==> config.mk <==
export PLATFORM = sky130hd
export DESIGN_NAME = wave_shaper
export DESIGN_NICKNAME = d
export VERILOG_FILES = /design/src/rtl/wave_shaper.sv
export SDC_FILE = /design/constraint.sdc
export NUM_CORES = 1
export LEC_CHECK = 0
export ABC_CLOCK_PERIOD_IN_PS = 15400
export BUFFER_PORTS_ARGS = -buffer_cell sky130_fd_sc_hd__buf_4
export CAP_MARGIN = 20
export CORE_ASPECT_RATIO = 1.75
export CORE_MARGIN = 4
export CORE_UTILIZATION = 65
export DETAILED_ROUTE_END_ITERATION = 8
export PLACE_DENSITY = 0.85
export REMOVE_ABC_BUFFERS = 1
export SLEW_MARGIN = 25
export SYNTH_ARGS = -nofsm -noshare
export SYNTH_HDL_FRONTEND = slang
export SYNTH_SLANG_ARGS = --single-unit
==> constraint.sdc <==
create_clock -name clk -period 15.4 [get_ports clk]
set_clock_uncertainty 0.05 [all_clocks]
set_input_delay 2.31 -clock clk [delete_from_list [all_inputs] [get_ports clk]]
set_output_delay 2.31 -clock clk [all_outputs]
set_load 0.01 [all_outputs]
==> src/rtl/wave_shaper.sv <==
`default_nettype none
// ============================================================================
// Module   : wave_shaper
// Brief    : 3-stage phase-to-amplitude converter (sine/triangle/saw/square)
//            with period-wrap flag. Optional amplitude scaling is enabled by
//            defining WAVE_AMP_SCALE_EN.
// Revision : 1.0 - initial release
// ============================================================================
module wave_shaper (
    input  logic       clk,
    input  logic       reset_n,
    input  logic [9:0] phase_in,
    input  logic       in_valid,
    input  logic [1:0] wave_sel,
    input  logic [9:0] duty,
`ifdef WAVE_AMP_SCALE_EN
    input  logic [7:0] amp_scale,
`endif
    output logic [9:0] wave_out,
    output logic       out_valid,
    output logic       wrap_pulse
);

    localparam logic [1:0] SEL_SINE     = 2'b00;
    localparam logic [1:0] SEL_TRIANGLE = 2'b01;
    localparam logic [1:0] SEL_SAWTOOTH = 2'b10;
    localparam logic [1:0] SEL_SQUARE   = 2'b11;

    localparam logic [9:0] MID_SCALE  = 10'd512;
    localparam logic [9:0] FULL_SCALE = 10'd1023;

    // ------------------------------------------------------------------
    // Stage 1: input capture and wrap detection
    // ------------------------------------------------------------------
    logic       s1_valid_q;
    logic [9:0] s1_phase_q;
    logic [1:0] s1_sel_q;
    logic [9:0] s1_duty_q;
    logic       s1_wrap_q;
    logic       s1_wrap_d;
    logic [9:0] last_phase_q;
    logic       seen_q;

    // Only valid samples update last_phase, so bubbles never mask a wrap.
    always_comb begin
        s1_wrap_d = in_valid && seen_q && (phase_in < last_phase_q);
    end

    // ------------------------------------------------------------------
    // Stage 2: raw waveform generation
    // ------------------------------------------------------------------
    logic        s2_valid_q;
    logic [9:0]  s2_raw_q;
    logic [9:0]  s2_raw_d;
    logic        s2_wrap_q;

    logic [8:0]  w_sin_p;
    logic [9:0]  w_sin_pc;
    logic [17:0] w_sin_prod;
    logic [10:0] w_sin_shift;
    logic [8:0]  w_sin_y;
    logic [9:0]  w_sine;
    logic [9:0]  w_tri_t;
    logic [9:0]  w_triangle;
    logic [9:0]  w_square;

    // Parabolic half-wave p*(512-p) peaks at 65536, whose >>7 overflows
    // the 9-bit magnitude by one, hence the clamp to 511.
    always_comb begin
        w_sin_p     = s1_phase_q[8:0];
        w_sin_pc    = MID_SCALE - {1'b0, w_sin_p};
        w_sin_prod  = {9'd0, w_sin_p} * {8'd0, w_sin_pc};
        w_sin_shift = 11'(w_sin_prod >> 7);
        w_sin_y     = (w_sin_shift > 11'd511) ? 9'd511 : w_sin_shift[8:0];
        w_sine      = s1_phase_q[9] ? (10'd511 - {1'b0, w_sin_y})
                                    : (MID_SCALE + {1'b0, w_sin_y});

        w_tri_t     = {s1_phase_q[8:0], 1'b0};
        w_triangle  = s1_phase_q[9] ? (FULL_SCALE - w_tri_t) : w_tri_t;

        w_square    = (s1_phase_q < s1_duty_q) ? FULL_SCALE : 10'd0;

        s2_raw_d    = MID_SCALE;
        case (s1_sel_q)
            SEL_SINE:     s2_raw_d = w_sine;
            SEL_TRIANGLE: s2_raw_d = w_triangle;
            SEL_SAWTOOTH: s2_raw_d = s1_phase_q;
            SEL_SQUARE:   s2_raw_d = w_square;
            default:      s2_raw_d = MID_SCALE;
        endcase
    end

    // ------------------------------------------------------------------
    // Stage 3: optional scaling and output register
    // ------------------------------------------------------------------
    logic       s3_valid_q;
    logic [9:0] s3_wave_q;
    logic [9:0] s3_wave_d;
    logic       s3_wrap_q;

`ifdef WAVE_AMP_SCALE_EN
    logic [7:0]         s1_amp_q;
    logic [7:0]         s2_amp_q;
    logic signed [10:0] w_dev;
    logic signed [19:0] w_dev_prod;

    // Scale the deviation from mid-scale; the arithmetic shift floors, and
    // with gain < 1 the result can never leave 0..1022.
    always_comb begin
        w_dev      = $signed({1'b0, s2_raw_q}) - 11'sd512;
        w_dev_prod = 20'(w_dev) * 20'($signed({1'b0, s2_amp_q}));
        s3_wave_d  = MID_SCALE + 10'(w_dev_prod >>> 8);
    end
`else
    always_comb begin
        s3_wave_d = s2_raw_q;
    end
`endif

    // ------------------------------------------------------------------
    // Pipeline registers: valids shift every cycle, data loads on valid
    // ------------------------------------------------------------------
    always_ff @(posedge clk or negedge reset_n) begin
        if (!reset_n) begin
            s1_valid_q   <= 1'b0;
            s1_phase_q   <= 10'd0;
            s1_sel_q     <= SEL_SINE;
            s1_duty_q    <= 10'd0;
            s1_wrap_q    <= 1'b0;
            last_phase_q <= 10'd0;
            seen_q       <= 1'b0;
            s2_valid_q   <= 1'b0;
            s2_raw_q     <= MID_SCALE;
            s2_wrap_q    <= 1'b0;
            s3_valid_q   <= 1'b0;
            s3_wave_q    <= MID_SCALE;
            s3_wrap_q    <= 1'b0;
        end else begin
            s1_valid_q <= in_valid;
            s1_wrap_q  <= s1_wrap_d;
            if (in_valid) begin
                s1_phase_q   <= phase_in;
                s1_sel_q     <= wave_sel;
                s1_duty_q    <= duty;
                last_phase_q <= phase_in;
                seen_q       <= 1'b1;
            end

            s2_valid_q <= s1_valid_q;
            s2_wrap_q  <= s1_valid_q && s1_wrap_q;
            if (s1_valid_q) begin
                s2_raw_q <= s2_raw_d;
            end

            s3_valid_q <= s2_valid_q;
            s3_wrap_q  <= s2_valid_q && s2_wrap_q;
            if (s2_valid_q) begin
                s3_wave_q <= s3_wave_d;
            end
        end
    end

`ifdef WAVE_AMP_SCALE_EN
    always_ff @(posedge clk or negedge reset_n) begin
        if (!reset_n) begin
            s1_amp_q <= 8'd0;
            s2_amp_q <= 8'd0;
        end else begin
            if (in_valid) begin
                s1_amp_q <= amp_scale;
            end
            if (s1_valid_q) begin
                s2_amp_q <= s1_amp_q;
            end
        end
    end
`endif

    assign wave_out   = s3_wave_q;
    assign out_valid  = s3_valid_q;
    assign wrap_pulse = s3_wrap_q;

endmodule
`default_nettype wire

# [After elaboration in Yosys (flattened, before gate mapping)]
# Index checks and enable logic that the tools add are counted.
[word_totals] regBits=49 in_bits=25 out_inout_bits=12 elab_cells=33
[classes] n_addsub=4 multipliers=1 order_cmp=3 eq_ne=3 mux=5 n_reduce_logical=5
[ops] cell="$pmux 10 s4" count=1
[ops] cell="$mux 10" count=3
[ops] cell="$lt 10x10->1" count=2
[ops] cell="$mul 9x10->18" count=1
[ops] cell="$gt 11x9->1 const B" count=1
[ops] cell="$add 10x9->10 const A" count=1
[ops] cell="$sub 10x10->10 const A" count=1
[ops] cell="$sub 10x9->10 const A" count=1
[ops] cell="$sub 9x9->10 const A" count=1
[ops] cell="$mux 9" count=1
[ops] cell="$eq 2x2->1 const B" count=2
[ops] cell="$logic_and 1x1->1" count=4
[ops] cell="$eq 2x1->1 const B" count=1
[ops] cell="$logic_not 2->1" count=1

# [Longest topological paths before layout]
# Gate-level depths: netlist of run 1.
[depth] word_depth=7 depth_mapped=25 mapped_depth_nobuf=23

# [Least setup slack after synthesis of run 1]
# OpenSTA, ideal clock, no wires.
[synth_timing] path_kind="register to register" from="reg, netlist name last_phase_q[0]" to="reg s2_raw_q[2]" setup_ns=0.133 arrival_ns=5.888 t_required_ns=15.217 path_slack_ns=9.330 path_stages_with_launch=26 n_path_buf=2 synth_period_minus_slack_ns=6.070 cell_sequence="dfrtp_1 > buf_1 > inv_2 > ha_1 > and3_1 > and3_1 > and3_1 > ha_1 > nand2b_1 > fa_1 > inv_1 > fa_1 > fa_1 > inv_1 > fa_1 > inv_1 > ha_1 > and3_1 > and2_1 > a22oi_1 > a31oi_1 > a2bb2oi_2 > buf_6 > a21oi_1 > a221oi_1 > a21oi_1"
[synth_rtl] element="to (signal assigned)" line="152" rtl="s2_raw_q <= s2_raw_d;"
[synth_rtl] element="to (decl)" line="53" rtl="logic [9:0] s2_raw_q;"

==> results of run 1 <==
-- critical path, cell delays in order (launching register included) --
cell and delay, ns:
dfrtp_1 0.69, inv_2 0.18, ha_1 0.26, and3_1 0.17, and3_1 0.20, and3_1 0.18, ha_1 0.31, nand2b_1 0.17
fa_1 0.50, inv_1 0.05, fa_1 0.46, fa_1 0.48, inv_1 0.05, fa_1 0.52, inv_1 0.04, ha_1 0.37
and3_1 0.25, and2_1 0.18, a221oi_2 0.08, a221oi_1 0.41, a2bb2oi_2 0.50, a21oi_1 0.16, a221oi_1 0.26, a21oi_1 0.10
-- stage by stage --
stage | instances | util [%] | hold WS [ns] | setup slack, ns
6_report | 681 | 72.5 | 0.398 | 8.62
2_1_floorplan | 547 | - | 0.378 | 9.38
5_1_grt | 681 | 72.5 | 0.434 | 8.22
3_5_place_dp | 673 | 70.3 | 0.385 | 8.70
3_3_place_gp | 673 | 70.3 | 0.381 | 8.96
4_1_cts | 681 | 72.5 | 0.401 | 8.67
-- metal layers --
layer,part of all wire [%],vias up,track usage (%)
li1,-,1888,-
met1,33,1966,27.1
met2,54,152,49.1
met3,5.4,69,4.76
met4,7.0,0,20.0
met5,0,-,0
-- layout by cell type (no fill, tap or decap), drive strengths merged, types with 3 or more instances in the layout --
cell / netlist / final
ha: 62 / 62
mux2: 13 / 13
conb: 2 / 8
nor2: 57 / 57
nand3: 3 / 3
buf: 5 / 36
a22oi: 3 / 3
inv: 86 / 86
fa: 55 / 55
and3: 6 / 6
nand4: 4 / 4
nor2b: 4 / 4
a221oi: 9 / 9
a21o: 5 / 5
nand2b: 16 / 16
o21ai: 36 / 36
a31oi: 8 / 8
a21oi: 19 / 19
mux2i: 4 / 4
dfrtp: 47 / 47
a211oi: 4 / 4
and2: 8 / 8
clkbuf: 19 / 6
xnor2: 7 / 7
xor2: 11 / 11
nand2: 45 / 45
or3: 4 / 4
nor3: 6 / 6
-- where the power goes --
group          internal [mW]  switching (mW)  total [mW]
Sequential             0.160          0.0269       0.187
Combinational          0.344           0.461       0.805
Clock                 0.0810          0.0471       0.128
Total                  0.585           0.535        1.12
-- cell type report --
| class | count | area, µm² | share of cell area [%] |
|---|---|---|---|
| inverter | 86 | 323 | 5.63 |
| multi-input combinational | 412 | 3620 | 63.2 |
| clock inverter | 2 | 37.5 | 0.655 |
| clock buffer | 6 | 139 | 2.42 |
| tap | 90 | 113 | 1.96 |
| sequential | 49 | 1230 | 21.4 |
| timing repair buffer | 36 | 270 | 4.71 |
-- synth_stat cells, types with 2 or more instances --
library cell / instances
inv_1: 83
ha_1: 62
nor2_1: 57
fa_1: 55
dfrtp_1: 47
nand2_1: 45
o21ai_0: 29
clkbuf_1: 19
a21oi_1: 17
nand2b_1: 16
mux2_2: 13
xor2_1: 11
a221oi_1: 8
a31oi_1: 8
and2_1: 8
o21ai_1: 7
and3_1: 6
xnor2_1: 6
a21o_1: 5
mux2i_1: 4
nand4_1: 4
nor2b_1: 4
nor3_1: 4
or3_1: 4
a211oi_2: 3
a22oi_1: 3
inv_2: 3
nand3_1: 3
a2111o_1: 2
a21oi_2: 2
buf_2: 2
conb_1: 2
dfstp_2: 2
nor3_2: 2
-- logic make-up (layout without fill, tap and decap cells) --
| family | after synthesis | count (layout) |
|---|---|---|
| fa+ha+maj | 117 | 117 |
| mux | 17 | 17 |
| other cells | 2 | 8 |
| buf+inv | 110 | 130 |
| simple gates | 157 | 157 |
| compound gates | 95 | 95 |
| flops | 49 | 49 |
| xor+xnor | 18 | 18 |
-- flip-flops by register name, indices dropped and copies added, names as in the netlist --
signal        cells
s1_wrap_q         1
s2_valid_q        1
s1_sel_q          2
s2_raw_q         10
last_phase_q     10
s1_valid_q        1
out_valid         1
s1_duty_q        10
wrap_pulse        1
wave_out         10
seen_q            1
s2_wrap_q         1
-- final timing paths --
path,startpoint,end,slack [ns],depth (start not counted)
worst max-delay path,last_phase_q[0]$_DFFE_PN0P_,s2_raw_q[1]$_DFFE_PN0P_,8.62,23
worst min-delay path,s1_wrap_q$_DFF_PN0_,s2_wrap_q$_DFF_PN0_,0.40,1
worst max register to register,last_phase_q[0]$_DFFE_PN0P_,s2_raw_q[1]$_DFFE_PN0P_,8.62,23
worst min register to register,s1_wrap_q$_DFF_PN0_,s2_wrap_q$_DFF_PN0_,0.40,1
max in group asynchronous,reset_n,wave_out[7]$_DFFE_PN0P_,12.91,1
min in group asynchronous,reset_n,s1_duty_q[5]$_DFFE_PN0P_,1.97,1
==> key figures, run 1 <==
Synthesis
  • Part of the Yosys area used for sequential elements: 23.4%
  • Count of flip-flops with a built-in enable after synthesis: 0
  • Post-synthesis instance total: 565
  • Xor/xnor cell area share of the yosys netlist: 3.14%
  • FFs w/ async S/R, synth: 100%
  • Synth top area share: 22.4%
  • Multiplexer area fraction after synthesis: 3.55%
  • Post-synthesis cell type with the largest combined area: dfrtp_1
  • Biggest area contributors in the synthesized netlist: dfrtp_1 22%, fa_1 21%, ha_1 15%
  • Netlist area before placement: 5260 µm²
  • Most used flip-flop cell after synthesis: dfrtp_1
  • Ys Warns: 0
  • Dominant combinational cell family by area after synthesis: adder cells
  • Average cell area after synthesis: 9.30 µm²
  • Number of distinct library cells after synthesis: 53
  • Complex-gate fraction of the synthesized area: 12.1%
  • Share of synthesized cell area in full adder, half adder and majority cells: 35.7%
  • Number of synthesized register bits: 49
  • Simple-gate share of the synthesized area: 13.9%

Floorplanning
  • Std cell rows: 43
  • Core region area: 7910 µm²
  • Total I/O pin count: 37
  • Vertical extent of the die: 127 µm
  • Total die area: 9650 µm²
  • Initial Util: 66.5%
  • Horizontal die dimension: 76.0 µm

STA
  • Final critical path time including I/O delays and setup: 6.78 ns
  • Maximum achievable frequency: 0.147 GHz
  • Unrepaired setup endpoints after global routing: false
  • Period utilization: 44.0%
  • Number of max-slew violations in the final report: 0
  • Measured slew at the worst slew-check pin: 0.632 ns
  • Rel. slew slack: 57.6%
  • Final hold viol count: 0
  • Number of setup violations in the final report: 0
  • Sum of negative setup slack: 0 ns

CTS
  • Post-CTS setup-driven buffer insertion count: 0
  • Maximum level of the CTS H-tree: 2
  • Latest clock arrival within the worst-skew pair: 0.29 ns
  • Root Buffer: clkbuf_16
  • Number of instances resized during post-cts repair: 0
  • Num CTS Buffers: 5
  • Post-CTS clock slew at the launch and capture registers of the worst setup and hold paths: 0.07 ns
  • Bufs on Longest Clock Path: 2
  • TritonCTS clock tree: built
  • Clock Sinks: 49
  • Hold-fix buffers at CTS: 0

Routing
  • 1st-pass router iterations: 7
  • Count of unresolved DRC violations after routing: 0
  • Count of routing violations after the opening detailed-route iteration: 201
  • Routed via count: 4075
  • Routed wire length: 12200 µm
  • Wire length per cell: 17.9 µm
  • Remaining number of nets flagged by the antenna check after routing: 0
  • Drt via density: 5.98

GRT
  • Antenna violations before repair: 0
  • Via count of the first global-routing pass: 4507
  • Global router's overall resource usage: 27.1%
  • Total grt overflow: 0
  • First-pass GRT wire length: 20900 µm
  • Pin count of the biggest net entering global routing: 50

Layout
  • Fillers: 565
  • Area grow syn2layout: 9.09%
  • Fraction of layout instances using a drive strength above 1: 12.7%
  • Net total in the final layout: 732
  • ANT cells: 0
  • Post-layout instance area: 5730 µm²

Setup path
  • Data required time at the worst endpoint: 15.51 ns
  • Critical Path AT: 6.89 ns
  • Kind of start point of the critical path: register
  • CP Capture Type: register
  • Critical setup path kind: reg2reg
  • Max Fanout on Critical Path: 15

Placement
  • Area post-placement: 5560 µm²
  • HPWL after detailed placement: 9590 µm
  • Port-buffer cells: 36
  • Routability congestion estimate: 0.922

Min path
  • Worst Hold Class: reg2reg

Power and ir drop
  • Tot Pwr: 1.12 mW
  • Pwr dens: 195 nW/µm²
  • Leak Pwr: 2.92 nW
  • Highest ir drop seen on vdd: 0.157 mV

Run
  • Count of maximum capacitance violations: 0

Run status
  • Outcome: finished, final reports clean
Note: power is estimated with default switching activity, not from simulation.
==> inputs of run 2 (changes only) <==
--- a/config.mk
+++ b/config.mk
@@ -5,14 +5,14 @@
 export SDC_FILE = /design/constraint.sdc
 export NUM_CORES = 1
 export LEC_CHECK = 0
-export ABC_CLOCK_PERIOD_IN_PS = 15400
+export ABC_CLOCK_PERIOD_IN_PS = 6100
 export BUFFER_PORTS_ARGS = -buffer_cell sky130_fd_sc_hd__buf_4
 export CAP_MARGIN = 20
 export CORE_ASPECT_RATIO = 1.75
 export CORE_MARGIN = 4
-export CORE_UTILIZATION = 65
+export CORE_UTILIZATION = 56
 export DETAILED_ROUTE_END_ITERATION = 8
-export PLACE_DENSITY = 0.85
+export PLACE_DENSITY = 0.78
 export REMOVE_ABC_BUFFERS = 1
 export SLEW_MARGIN = 25
 export SYNTH_ARGS = -nofsm -noshare
==> constraint.sdc (replaced) <==
create_clock -name clk -period 6.1 [get_ports clk]
set_clock_uncertainty 0.05 [all_clocks]
set_input_delay 0.915 -clock clk [delete_from_list [all_inputs] [get_ports clk]]
set_output_delay 0.915 -clock clk [all_outputs]
set_load 0.01 [all_outputs]
==> key figures, run 2 (synthesized netlist as in run 1, its figures left out) <==
Run status
  • Outcome: finished, final reports clean

STA
  • Period utilization: 96.1%
  • Number of setup violations in the final report: 0
  • Rel. slew slack: 45.8%
  • Final critical path time including I/O delays and setup: 5.86 ns
  • Sum of negative setup slack: 0 ns
  • Maximum achievable frequency: 0.171 GHz
  • Number of max-slew violations in the final report: 0
  • Final hold viol count: 0
  • Measured slew at the worst slew-check pin: 0.812 ns
  • Unrepaired setup endpoints after global routing: false

Power and ir drop
  • Switching part of the total power: 47.3%
  • Clock network fraction of total power: 10.6%
  • Highest ir drop seen on vdd: 0.356 mV
  • Pwr dens: 546 nW/µm²
  • Int Power: 1.79 mW
  • Combinational fraction of design power: 76.1%
  • Switching pwr: 1.61 mW
  • Leak Pwr: 3.09 nW
  • Sequential share of power: 13.3%

Routing
  • Wire length per cell: 17.4 µm
  • Count of unresolved DRC violations after routing: 0
  • Routed via count: 4205
  • Drt via density: 5.71
  • Remaining number of nets flagged by the antenna check after routing: 0
  • Count of routing violations after the opening detailed-route iteration: 190
  • 1st-pass router iterations: 4
  • Routed wire length: 12800 µm

Placement
  • Port-buffer cells: 36
  • Routability congestion estimate: 0.899
  • HPWL after detailed placement: 10000 µm
  • Number of cells after detailed placement: 723

Layout
  • Fillers: 717
  • Fraction of layout instances using a drive strength above 1: 20.3%
  • ANT cells: 0
  • Most common cell after layout, fill and taps aside: inv_1
  • Most used cells in the layout excluding fill and tap cells: 82 x inv_1, 60 x buf_4, 58 x ha_1
  • Post-Layout Cell Count: 737
  • Net total in the final layout: 758
  • Area grow syn2layout: 18.6%

CTS
  • Bufs on Longest Clock Path: 2
  • TritonCTS clock tree: built
  • Post-CTS clock slew at the launch and capture registers of the worst setup and hold paths: 0.07 ns
  • Clock Sinks: 49
  • Latest clock arrival within the worst-skew pair: 0.29 ns
  • Num CTS Buffers: 5
  • Maximum level of the CTS H-tree: 2
  • Root Buffer: clkbuf_16
  • Hold-fix buffers at CTS: 0

Setup path
  • Library cell appearing most often on the critical path: fa_1
  • Kind of start point of the critical path: register
  • Critical path cell sequence: inv_2, ha_2, and3_4, and3_4, and3_1, ha_1, nand2b_1, fa_1, inv_1, fa_1, fa_1, inv_1, fa_1, inv_1, ha_4, a211oi_4, o21bai_4, a221oi_4, a221oi_4, a2bb2oi_4, buf_6, nor3_2, a211oi_2, a21oi_2
  • Critical setup path kind: reg2reg
  • Max incr delay on CP: 0.52 ns
  • Max Fanout on Critical Path: 6
  • Critical Path AT: 6.03 ns
  • Number of buffers and inverters on the critical path: 5
  • CP Capture Type: register
  • Family with the most delay on the worst path: adder cells
  • CP max stage cell: fa_1
  • Data required time at the worst endpoint: 6.27 ns

GRT
  • Pin count of the biggest net entering global routing: 50
  • First-pass GRT wire length: 20800 µm
  • Via count of the first global-routing pass: 4497
  • Global router's overall resource usage: 24.5%
  • Met2 layer usage reported by global route: 46.5%
  • Antenna violations before repair: 0
  • Busiest grt layer: met2
  • Total grt overflow: 0
  • Grt met3 use: 1.39%
  • Met1 track demand over resource in global routing: 26.3%

Floorplanning
  • Total I/O pin count: 37
  • Initial Util: 57.8%
  • Vertical extent of the die: 136 µm
  • Horizontal die dimension: 81.2 µm
  • Std cell rows: 46
  • Core region area: 9090 µm²
  • Total die area: 11100 µm²

Min path
  • Worst Hold Class: reg2reg

Run
  • Count of maximum capacitance violations: 0
-- run 2: changes by cell type in the layout (fill, tap and decap cells not counted), sizes merged --
cell      delta
bufinv       +1
a2bb2oi      +1
buf         +25
inv          +1
clkinvlp     -1
clkbuf       -1
-- run 2: metrics by stage --
stage	worst slack [ns]	hold WS, ns	power, mW	instance area [µm²]	utilization, %
5_1_grt	0.0264	0.430	3.68	6230	68.6
6_report	0.239	0.401	3.40	6230	68.6
3_3_place_gp	0.170	0.386	2.44	5750	63.2
4_1_cts	0.00280	0.405	2.95	5960	65.6
3_5_place_dp	-0.114	0.389	2.52	5750	63.2
2_1_floorplan	0.0809	0.378	2.02	5170	-
-- run 2: repair_timing --
item	4_1_cts	5_1_grt
endpoints found under the setup margin	5	9
buffers inserted	1	4
gates cloned	0	1
resized for setup	2	36
pin swaps	1	15
-- run 2: layer usage --
| layer | vias up | part of all wire, % |
|---|---|---|
| met4 | 0 | 4.5 |
| met1 | 2113 | 36 |
| met5 | - | 0 |
| met2 | 114 | 56 |
| li1 | 1937 | - |
| met3 | 41 | 3.3 |
-- run 2: power by group through the flow --
stage | sequential [mW] | clock, mW | combinational, mW
floorplan | 0.471 | 0 | 1.54
global placement | 0.454 | 0 | 1.99
detailed placement | 0.460 | 0 | 2.06
CTS | 0.454 | 0.367 | 2.13
global route | 0.462 | 0.379 | 2.84
finish | 0.454 | 0.360 | 2.59
-- run 2: path summary, 6_finish.rpt --
path                                             start                          end  slack (ns)  cells after the start
setup reg to reg           last_phase_q[1]$_DFFE_PN0P_      s2_raw_q[6]$_DFFE_PN0P_        0.24                     24
hold / removal                     s1_wrap_q$_DFF_PN0_          s2_wrap_q$_DFF_PN0_        0.40                      1
max in group asynchronous                      reset_n  last_phase_q[2]$_DFFE_PN0P_        4.99                      1
min in group asynchronous                      reset_n     s1_duty_q[6]$_DFFE_PN0P_        0.58                      1
hold reg to reg                    s1_wrap_q$_DFF_PN0_          s2_wrap_q$_DFF_PN0_        0.40                      1
setup / recovery           last_phase_q[1]$_DFFE_PN0P_      s2_raw_q[6]$_DFFE_PN0P_        0.24                     24
-- run 2: final cells by class --
| type | count | area [µm²] | area share [%] |
|---|---|---|---|
| multi-input cells | 413 | 3880 | 62.2 |
| well taps | 120 | 150 | 2.41 |
| flip-flops and latches | 49 | 1230 | 19.7 |
| clock buffers | 5 | 125 | 2.01 |
| repair buffers | 61 | 462 | 7.41 |
| inverters | 86 | 323 | 5.18 |
| clock inverters | 3 | 68.8 | 1.10 |
==> inputs of run 3 (changes only) <==
--- a/config.mk
+++ b/config.mk
@@ -5,14 +5,14 @@
 export SDC_FILE = /design/constraint.sdc
 export NUM_CORES = 1
 export LEC_CHECK = 0
-export ABC_CLOCK_PERIOD_IN_PS = 6100
+export ABC_CLOCK_PERIOD_IN_PS = 5530
 export BUFFER_PORTS_ARGS = -buffer_cell sky130_fd_sc_hd__buf_4
 export CAP_MARGIN = 20
 export CORE_ASPECT_RATIO = 1.75
 export CORE_MARGIN = 4
-export CORE_UTILIZATION = 56
+export CORE_UTILIZATION = 62
 export DETAILED_ROUTE_END_ITERATION = 8
-export PLACE_DENSITY = 0.78
+export PLACE_DENSITY = 0.82
 export REMOVE_ABC_BUFFERS = 1
 export SLEW_MARGIN = 25
 export SYNTH_ARGS = -nofsm -noshare
==> constraint.sdc (replaced) <==
create_clock -name clk -period 5.53 [get_ports clk]
set_clock_uncertainty 0.05 [all_clocks]
set_input_delay 0.8295 -clock clk [delete_from_list [all_inputs] [get_ports clk]]
set_output_delay 0.8295 -clock clk [all_outputs]
set_load 0.01 [all_outputs]
==> key figures, run 3 (synthesized netlist as in run 1, its figures left out) <==
Run status
  • Outcome: finished with violations
  • Violated checks: negative setup slack

Setup path
  • Critical path cell sequence: buf_4, nor3_4, and3_4, and3_4, ha_4, nand2b_4, fa_1, inv_1, fa_1, fa_1, inv_1, fa_1, inv_2, ha_4, a211oi_4, o21bai_4, a221oi_4, buf_6, xor2_4, mux2i_1, a21oi_2, a221oi_2, a21oi_1
  • Max Fanout on Critical Path: 3
  • Critical Path AT: 5.97 ns
  • CP Capture Type: register
  • CP max stage cell: fa_1
  • Cell depth of the worst flop-to-flop path: 23
  • Library cell appearing most often on the critical path: fa_1
  • Critical setup path kind: reg2reg
  • Max incr delay on CP: 0.55 ns
  • Data required time at the worst endpoint: 5.66 ns
  • Kind of start point of the critical path: register

Placement
  • Port-buffer cells: 36
  • HPWL after detailed placement: 10300 µm
  • Routability congestion estimate: 0.924
  • Setup slack after placement: -0.524 ns
  • Area post-placement: 5960 µm²
  • Number of cells after detailed placement: 747

Routing
  • Count of routing violations after the opening detailed-route iteration: 496
  • Routed wire length: 16200 µm
  • Count of unresolved DRC violations after routing: 0
  • 1st-pass router iterations: 5
  • Drt via density: 6.16
  • Routed via count: 4738
  • Wire length per cell: 21.0 µm
  • Remaining number of nets flagged by the antenna check after routing: 0

GRT
  • Via count of the first global-routing pass: 5056
  • Global router's overall resource usage: 31.0%
  • Pin count of the biggest net entering global routing: 50
  • Total grt overflow: 0
  • Antenna violations before repair: 0
  • First-pass GRT wire length: 24200 µm

Layout
  • Most used cells in the layout excluding fill and tap cells: 94 x buf_4, 76 x inv_1, 54 x fa_1
  • Net total in the final layout: 795
  • Fraction of layout instances using a drive strength above 1: 29.7%
  • Post-layout utilization of the core: 80.6%
  • Post-layout instance area: 6700 µm²
  • Most common cell after layout, fill and taps aside: buf_4
  • Post-Layout Cell Count: 769
  • Area grow syn2layout: 27.5%
  • ANT cells: 0

Run
  • Count of maximum capacitance violations: 0

STA
  • Maximum achievable frequency: 0.171 GHz
  • Minimum setup slack in the final design: -0.303 ns
  • Measured slew at the worst slew-check pin: 0.803 ns
  • Final critical path time including I/O delays and setup: 5.83 ns
  • Worst hold slack across all endpoints: 0.407 ns
  • Number of setup violations in the final report: 9
  • Rel. slew slack: 46.1%
  • Period utilization: 105%
  • Unrepaired setup endpoints after global routing: true
  • Number of max-slew violations in the final report: 0
  • Final hold viol count: 0

Power and ir drop
  • Clock network fraction of total power: 7.7%
  • Int Power: 2.48 mW
  • Highest ir drop seen on vdd: 0.434 mV
  • Switching pwr: 2.30 mW
  • Sequential share of power: 10.5%
  • Pwr dens: 713 nW/µm²
  • Combinational fraction of design power: 81.7%
  • Leak Pwr: 3.27 nW
  • Switching part of the total power: 48.1%

Min path
  • Cell depth of the worst min-delay path: 1
  • Worst Hold Class: reg2reg

CTS
  • Maximum level of the CTS H-tree: 2
  • Post-CTS clock slew at the launch and capture registers of the worst setup and hold paths: 0.07 ns
  • Clock Sinks: 49
  • Root Buffer: clkbuf_16
  • Bufs on Longest Clock Path: 2
  • Num CTS Buffers: 5
  • TritonCTS clock tree: built
  • Latest clock arrival within the worst-skew pair: 0.30 ns

Floorplanning
  • Std cell rows: 44
  • Initial Util: 63.2%
  • Total I/O pin count: 37
  • Total die area: 10100 µm²
  • Vertical extent of the die: 130 µm
  • Core region area: 8310 µm²
  • Horizontal die dimension: 77.6 µm
-- run 3: path summary, 6_finish.rpt --
check | startpoint | to | slack, ns
min reg2reg | s1_wrap_q$_DFF_PN0_ | s2_wrap_q$_DFF_PN0_ | 0.41
min | s1_wrap_q$_DFF_PN0_ | s2_wrap_q$_DFF_PN0_ | 0.41
max in group asynchronous | reset_n | s2_valid_q$_DFF_PN0_ | 4.51
min in group asynchronous | reset_n | s1_duty_q[6]$_DFFE_PN0P_ | 0.49
max reg2reg | last_phase_q[0]$_DFFE_PN0P_ | s2_raw_q[5]$_DFFE_PN0P_ | -0.30
max | last_phase_q[0]$_DFFE_PN0P_ | s2_raw_q[5]$_DFFE_PN0P_ | -0.30
-- run 3: through the flow --
stage / total power [mW] / setup TNS, ns
3_5_place_dp: 3.11 / -4.20
2_1_floorplan: 2.22 / -4.08
4_1_cts: 4.05 / -0.170
3_3_place_gp: 2.98 / -2.22
5_1_grt: 5.02 / -3.41
6_report: 4.78 / -2.09
-- run 3: layer usage --
metal	GRT usage [%]	wire length [µm]	up-vias
met5	0	0	-
met4	24.5	1500	0
met3	3.87	1030	139
met2	56.4	8480	317
met1	31.5	5150	2259
li1	-	-	2023
-- run 3: worst max-delay path: cells and delay by family, from the launching register on --
family | cells | cell delay [ns]
xor+xnor | 1 | 0.19
compound gates | 6 | 1.11
mux | 1 | 0.28
buf+inv | 5 | 0.48
flops | 1 | 0.40
simple gates | 4 | 0.73
fa+ha+maj | 6 | 2.46
-- run 3: repair_timing --
item                                    4_1_cts  5_1_grt
hold buffers                                  0        0
hold endpoints to repair                      0        0
setup buffers                                 7        6
gates resized for setup                      56       20
cloned                                        1        0
pin swaps                                    41       21
endpoints found under the setup margin        9        9
-- run 3: power groups by stage --
| stage | Combinational [mW] | Clock, mW | Sequential [mW] |
|---|---|---|---|
| after floorplan | 1.70 | 0 | 0.520 |
| after global placement | 2.48 | 0 | 0.499 |
| after detailed placement | 2.60 | 0 | 0.504 |
| after CTS | 3.18 | 0.368 | 0.499 |
| after global routing | 4.12 | 0.384 | 0.515 |
| final | 3.90 | 0.370 | 0.504 |
-- run 3: layout make-up --
type | count | area, µm²
Tap cell | 115 | 144
Timing Repair Buffer | 98 | 751
Multi-Input combinational cell | 413 | 4080
Clock buffer | 6 | 139
Inverter | 86 | 323
Fill cell | 431 | 1610
Clock inverter | 2 | 37.5
Sequential cell | 49 | 1230
